**config.mk**
```make
export PLATFORM = sky130hd
export DESIGN_NAME = scs8hd_bufinv_rx_flat
export DESIGN_NICKNAME = d
export VERILOG_FILES = /design/src/rtl/scs8hd_bufinv_rx_if.sv /design/src/rtl/scs8hd_bufinv_rx.sv /design/src/flat_wrapper.sv
export SDC_FILE = /design/constraint.sdc
export NUM_CORES = 1
export LEC_CHECK = 0
export ABC_AREA = 1
export BUFFER_PORTS_ARGS = -buffer_cell sky130_fd_sc_hd__buf_4
export CORE_MARGIN = 5
export CORE_UTILIZATION = 31
export CTS_CLUSTER_DIAMETER = 120
export CTS_CLUSTER_SIZE = 16
export DETAILED_ROUTE_END_ITERATION = 12
export GPL_TIMING_DRIVEN = 0
export MAX_ROUTING_LAYER = met4
export PLACE_DENSITY_LB_ADDON = 0.2
export SYNTH_ARGS = -nofsm -noshare
export SYNTH_HDL_FRONTEND = slang
export SYNTH_SLANG_ARGS = --single-unit
```
**constraint.sdc**
```tcl
create_clock -name CLK -period 2.8 [get_ports CLK]
set_clock_uncertainty 0.05 [all_clocks]
set_input_delay 0.42 -clock CLK [delete_from_list [all_inputs] [get_ports CLK]]
set_output_delay 0.42 -clock CLK [all_outputs]
set_load 0.01 [all_outputs]
```
**src/rtl/scs8hd_bufinv_rx_if.sv**
```systemverilog
// scs8hd_bufinv_rx_if: bundle between the bufinv line receiver and its consumer.
// Handshake: there is no valid/ready pair and no backpressure. A is a free-running
// asynchronous level. X is a registered level. RISE, FALL and GLITCH are registered
// single-cycle qualifiers: each is valid for exactly the one cycle in which it is high.
// CNT is a registered count that is always valid.
interface scs8hd_bufinv_rx_if #(
  parameter int CW = 8
);
  logic          A;
  logic          X;
  logic          RISE;
  logic          FALL;
  logic          GLITCH;
  logic [CW-1:0] CNT;

  // Receiver side
  modport slave (
    input  A,
    output X, RISE, FALL, GLITCH, CNT
  );

  // Line driver / consumer side
  modport master (
    output A,
    input  X, RISE, FALL, GLITCH, CNT
  );
endinterface

```
**src/rtl/scs8hd_bufinv_rx.sv**
```systemverilog
// scs8hd_bufinv_rx: synchronizes an inverted level line, removes the inversion,
// optionally filters short glitches and reports edges plus a wrapping edge count.
// Build option: define SCS8HD_BUFINV_RX_FILTER_EN to build the qualification filter
// (QUAL state and q counter). Without it every new synchronized level is accepted
// immediately and GLITCH is tied low.
module scs8hd_bufinv_rx #(
  parameter int SYNC_STAGES = 2,  // 2..4
  parameter int FILT_CYCLES = 4,  // 1..15
  parameter int CW          = 8,
  parameter int INVERT      = 1
) (
  input  logic                     CLK,
  input  logic                     RESET,
  scs8hd_bufinv_rx_if.slave        bus,
  output logic [1:0]               state_o
);

  localparam logic       INV       = (INVERT != 0);
  localparam logic [1:0] INIT_LAST = 2'(SYNC_STAGES - 1);

`ifdef SCS8HD_BUFINV_RX_FILTER_EN
  localparam logic [3:0] FILT_Q = 4'(FILT_CYCLES);

  typedef enum logic [1:0] {
    ST_INIT   = 2'd0,
    ST_STABLE = 2'd1,
    ST_QUAL   = 2'd2
  } state_e;
`else
  typedef enum logic [1:0] {
    ST_INIT   = 2'd0,
    ST_STABLE = 2'd1
  } state_e;
`endif

  logic [SYNC_STAGES-1:0] sync_q;
  logic                   d;
  logic                   d_next;

  state_e                 state_q;
  logic   [1:0]           init_q;
  logic                   x_q;
  logic                   rise_q;
  logic                   fall_q;
  logic   [CW-1:0]        cnt_q;
`ifdef SCS8HD_BUFINV_RX_FILTER_EN
  logic                   glitch_q;
  logic   [3:0]           q_q;
`endif

  // Synchronizer chain on the asynchronous line, cleared by reset
  always_ff @(posedge CLK) begin
    if (RESET) begin
      sync_q <= '0;
    end else begin
      sync_q <= {sync_q[SYNC_STAGES-2:0], bus.A};
    end
  end

  // d is the de-inverted level the FSM acts on. d_next is the value the last
  // stage takes at this edge; INIT loads X from it so that a line already at its
  // active level when reset releases is absorbed instead of being seen as an edge
  // (the last stage still holds its reset value at the INIT load edge).
  assign d      = sync_q[SYNC_STAGES-1] ^ INV;
  assign d_next = sync_q[SYNC_STAGES-2] ^ INV;

  // Receiver FSM with registered level, pulses and edge counter
  always_ff @(posedge CLK) begin
    if (RESET) begin
      state_q  <= ST_INIT;
      init_q   <= '0;
      x_q      <= 1'b0;
      rise_q   <= 1'b0;
      fall_q   <= 1'b0;
      cnt_q    <= '0;
`ifdef SCS8HD_BUFINV_RX_FILTER_EN
      glitch_q <= 1'b0;
      q_q      <= '0;
`endif
    end else begin
      rise_q   <= 1'b0;
      fall_q   <= 1'b0;
`ifdef SCS8HD_BUFINV_RX_FILTER_EN
      glitch_q <= 1'b0;
`endif
      case (state_q)
        ST_INIT: begin
          if (init_q == INIT_LAST) begin
            x_q     <= d_next;
            state_q <= ST_STABLE;
          end else begin
            init_q <= init_q + 2'd1;
          end
        end

        ST_STABLE: begin
          if (d != x_q) begin
`ifdef SCS8HD_BUFINV_RX_FILTER_EN
            if (FILT_CYCLES == 1) begin
              x_q    <= ~x_q;
              rise_q <= ~x_q;
              fall_q <= x_q;
              cnt_q  <= cnt_q + CW'(1);
              q_q    <= '0;
            end else begin
              q_q     <= 4'd1;
              state_q <= ST_QUAL;
            end
`else
            x_q    <= ~x_q;
            rise_q <= ~x_q;
            fall_q <= x_q;
            cnt_q  <= cnt_q + CW'(1);
`endif
          end
        end

`ifdef SCS8HD_BUFINV_RX_FILTER_EN
        ST_QUAL: begin
          if (d == x_q) begin
            // Line fell back before qualifying: abandon, X untouched
            glitch_q <= 1'b1;
            q_q      <= '0;
            state_q  <= ST_STABLE;
          end else if (q_q + 4'd1 == FILT_Q) begin
            x_q     <= ~x_q;
            rise_q  <= ~x_q;
            fall_q  <= x_q;
            cnt_q   <= cnt_q + CW'(1);
            q_q     <= '0;
            state_q <= ST_STABLE;
          end else begin
            q_q <= q_q + 4'd1;
          end
        end
`endif

        default: state_q <= ST_INIT;
      endcase
    end
  end

  assign bus.X    = x_q;
  assign bus.RISE = rise_q;
  assign bus.FALL = fall_q;
  assign bus.CNT  = cnt_q;
`ifdef SCS8HD_BUFINV_RX_FILTER_EN
  assign bus.GLITCH = glitch_q;
`else
  assign bus.GLITCH = 1'b0;
`endif
  assign state_o  = state_q;

endmodule

```
**src/flat_wrapper.sv**
```systemverilog
// flat-port wrapper written by rule: the top's interface ports become plain ports
module scs8hd_bufinv_rx_flat 
#(
  parameter int SYNC_STAGES = 2,         
  parameter int FILT_CYCLES = 4,          
  parameter int CW          = 8,
  parameter int INVERT      = 1
)
  (CLK, RESET, state_o, bus_A, bus_X, bus_RISE, bus_FALL, bus_GLITCH, bus_CNT);
  scs8hd_bufinv_rx_if #(.CW(CW)) bus_i ();
  input  logic CLK;
  input  logic RESET;
  output logic [1:0] state_o;
  input wire logic [$bits(bus_i.A)-1:0] bus_A;
  output wire logic [$bits(bus_i.X)-1:0] bus_X;
  output wire logic [$bits(bus_i.RISE)-1:0] bus_RISE;
  output wire logic [$bits(bus_i.FALL)-1:0] bus_FALL;
  output wire logic [$bits(bus_i.GLITCH)-1:0] bus_GLITCH;
  output wire logic [$bits(bus_i.CNT)-1:0] bus_CNT;
  assign bus_i.A = bus_A;
  assign bus_X = bus_i.X;
  assign bus_RISE = bus_i.RISE;
  assign bus_FALL = bus_i.FALL;
  assign bus_GLITCH = bus_i.GLITCH;
  assign bus_CNT = bus_i.CNT;
  scs8hd_bufinv_rx #(.SYNC_STAGES(SYNC_STAGES), .FILT_CYCLES(FILT_CYCLES), .CW(CW), .INVERT(INVERT)) u_core (.CLK(CLK), .RESET(RESET), .bus(bus_i), .state_o(state_o));
endmodule
```
==> results.sh <==
export IMPL_outcome="completed"
export IMPL_regArea_sq_um=320
export IMPL_cts_tree="built"
export IMPL_grt_pass1_vias=511
export IMPL_dr_pass1_iters=3
export IMPL_hp_class="input port to register"
export IMPL_diodes=0
export IMPL_ctsHoldBuffers=0
export IMPL_post_cts_buffers=0
export IMPL_place_congestion=0.732
export IMPL_grt_pass1_wl_microns=2110
export IMPL_cp_top_family="flip-flops"
export IMPL_slew_viol_final=0
export IMPL_drtAntennaViolNets=0
export IMPL_setup_violations_final=0
export IMPL_crit_required_ns=2.33
export IMPL_antenna_found_initial=0
export IMPL_synth_area_per_cell_sq_um=7.06
export IMPL_startpoint_type="register"
export IMPL_wl_per_cell_microns=8.95
export IMPL_viasPerCell=4.27
export IMPL_vdd_drop_max_uv=380
export IMPL_cts_resized=0
export IMPL_htreeDepth=1
export IMPL_fin_crit_sh=0.499
export IMPL_synth_cells=104
export IMPL_worstPathMaxFanout=6
export IMPL_die_h_microns=58.7
export IMPL_fmax_ghz=0.716
export IMPL_power_switching_uw=219
export IMPL_cp_arrival_ns=0.93
export IMPL_grt_ovfl_total=0
export IMPL_p_per_area_mw_per_mm2=687
export IMPL_cp_slowest_cell="dfxtp_1"
export IMPL_numCtsBuffers=3
export IMPL_die_area_sq_mm=0.00344
export IMPL_setup_tns_ns=0
export IMPL_clockBufferDepth=2
export IMPL_clk_latency_ns=0.29
export IMPL_rsz0062_at_grt="no"
export IMPL_num_vias=640
export IMPL_p_leak_nw=0.426
export IMPL_crit_path_end_kind="output pin"
export IMPL_num_rows=17
export IMPL_swShare=0.354
export IMPL_routed_wirelength_microns=1340
export IMPL_whs_ns=0.276
export IMPL_min_period_ns=1.40
export IMPL_nets=129
export IMPL_cp_cell_sequence="buf_4"
export IMPL_start_util=0.329
export IMPL_grt_max_degree=11
export IMPL_cts_reportedPaths_clkPinSlew_ns=0.09
export IMPL_area_delta_synth_final_pct=22.7
export IMPL_cts_sinks=16
export IMPL_p_clk_frac=0.197
export IMPL_die_width_microns=58.7
export IMPL_crit_type="register to output pin"
export IMPL_hold_viol_final=0
export IMPL_drive_gt1_frac=0.213
export IMPL_core_sq_mm=0.00223
export IMPL_drc_errors=0
export IMPL_pwr_share_comb=0.326
export IMPL_nFillCells=243
export IMPL_multi_input_area_sq_um=342
export IMPL_pwr_share_seq=0.478
export IMPL_synth_warnings=0
export IMPL_cts_root_buf="clkbuf_4"
export IMPL_drt_iter0_drc=5
export IMPL_critPathBufInv=1
export IMPL_ios=17
export IMPL_hpwlAfterDp_microns=1030
export IMPL_ys_seq_area_frac=0.436
export IMPL_cpPeakStageDelay_ns=0.47
export IMPL_grt_total_usage=0.0824
export IMPL_ys_ff_latch=16
export IMPL_io_buffer_count=14
export IMPL_netlist_area_sq_um=734
export IMPL_synth_cell_types=17
export IMPL_drv_cap=0
export IMPL_internal_power_uw=400
[layout make-up]
class	count	area share
Buffer	3	0.0222
Clock buffer	3	0.0250
Inverter	15	0.0625
Multi-Input combinational cell	71	0.379
Sequential cell	16	0.356
Tap cell	28	0.0389
Timing Repair Buffer	14	0.117
[power groups by stage]
stage | logic (mW) | registers [mW] | clock network (mW)
6_report | 0.201 | 0.295 | 0.122
5_1_grt | 0.228 | 0.301 | 0.136
4_1_cts | 0.206 | 0.296 | 0.128
3_5_place_dp | 0.205 | 0.302 | 0
3_3_place_gp | 0.203 | 0.300 | 0
2_1_floorplan | 0.140 | 0.306 | 0
[layer usage]
metal | share of wire | global-route usage
met5 | 0 | -
met4 | 0.0097 | 0.0194
met3 | 0.075 | 0.0395
met2 | 0.48 | 0.134
met1 | 0.44 | 0.0911
[placed cells by master (no fill, tap or decap), types with 3 or more instances in the layout]
cell type	Yosys	routed
nor2_1	23	23
buf_4	2	16
a21oi_1	6	6
nand3_1	6	6
dfxtp_1	16	16
nand2_1	23	23
o21ai_0	3	3
inv_1	14	14
clkbuf_4	0	3
[flip-flops by register name, indices dropped and copies added, names as in the netlist]
signal,cells
u_core.sync_q,2
u_core.bus.RISE,1
u_core.bus.X,1
u_core.init_q,2
u_core.state_o,1
u_core.bus.FALL,1
u_core.bus.CNT,8
[through the flow]
stage                     total power, mW  instance area [sq um]  instances  setup slack (ns)   util
after global placement              0.502                    878        147              1.51  0.393
final                               0.618                    901        150              1.40  0.403
after floorplan                     0.446                    738        105              1.56      -
after detailed placement            0.507                    878        147              1.50  0.393
after global routing                0.664                    901        150              1.33  0.403
after CTS                           0.630                    901        150              1.39  0.403
[worst paths after layout]
path / startpoint / endpoint / slack, ns / cells past startpoint
min reg2reg: u_core.sync_q[0] / u_core.sync_q[1] / 0.37 / 2
max reg2reg: u_core.bus.CNT[1] / u_core.bus.CNT[6] / 1.49 / 8
min: RESET / u_core.sync_q[0] / 0.28 / 2
max: u_core.state_o[0] / state_o[0] / 1.40 / 1
[synthesized netlist by cell type (all sizes together)]
cell type  instances  area, sq um
nand2             26          110
o21ai              3         15.0
conb               1         3.75
dfxtp             16          320
nor2              24         97.6
ha                 2         25.0
nand3              7         47.6
buf                3         20.0
xnor2              1         8.76
inv               15         56.3
a21oi              6         30.0
[worst reg2reg max path: stages, from the launching register on]
cell and delay, ns:
dfxtp_1 0.41, ha_1 0.22, inv_1 0.05, nor2_1 0.13, nand2_1 0.07, nor2_1 0.15, nand2_1 0.07, nand2_1 0.05
nor2_1 0.03
[logic make-up after synthesis]
logic type	count (synthesis)	share of synthesized area
and+or+nand+nor	57	0.348
DFF	16	0.436
xor gates and xnor gates	1	0.0119
adders and majority gates	2	0.0341
other	1	0.00511
buffers and inverters	18	0.104
AOI/OAI and AO/OA	9	0.0613
(Power assumes the default switching activity.)
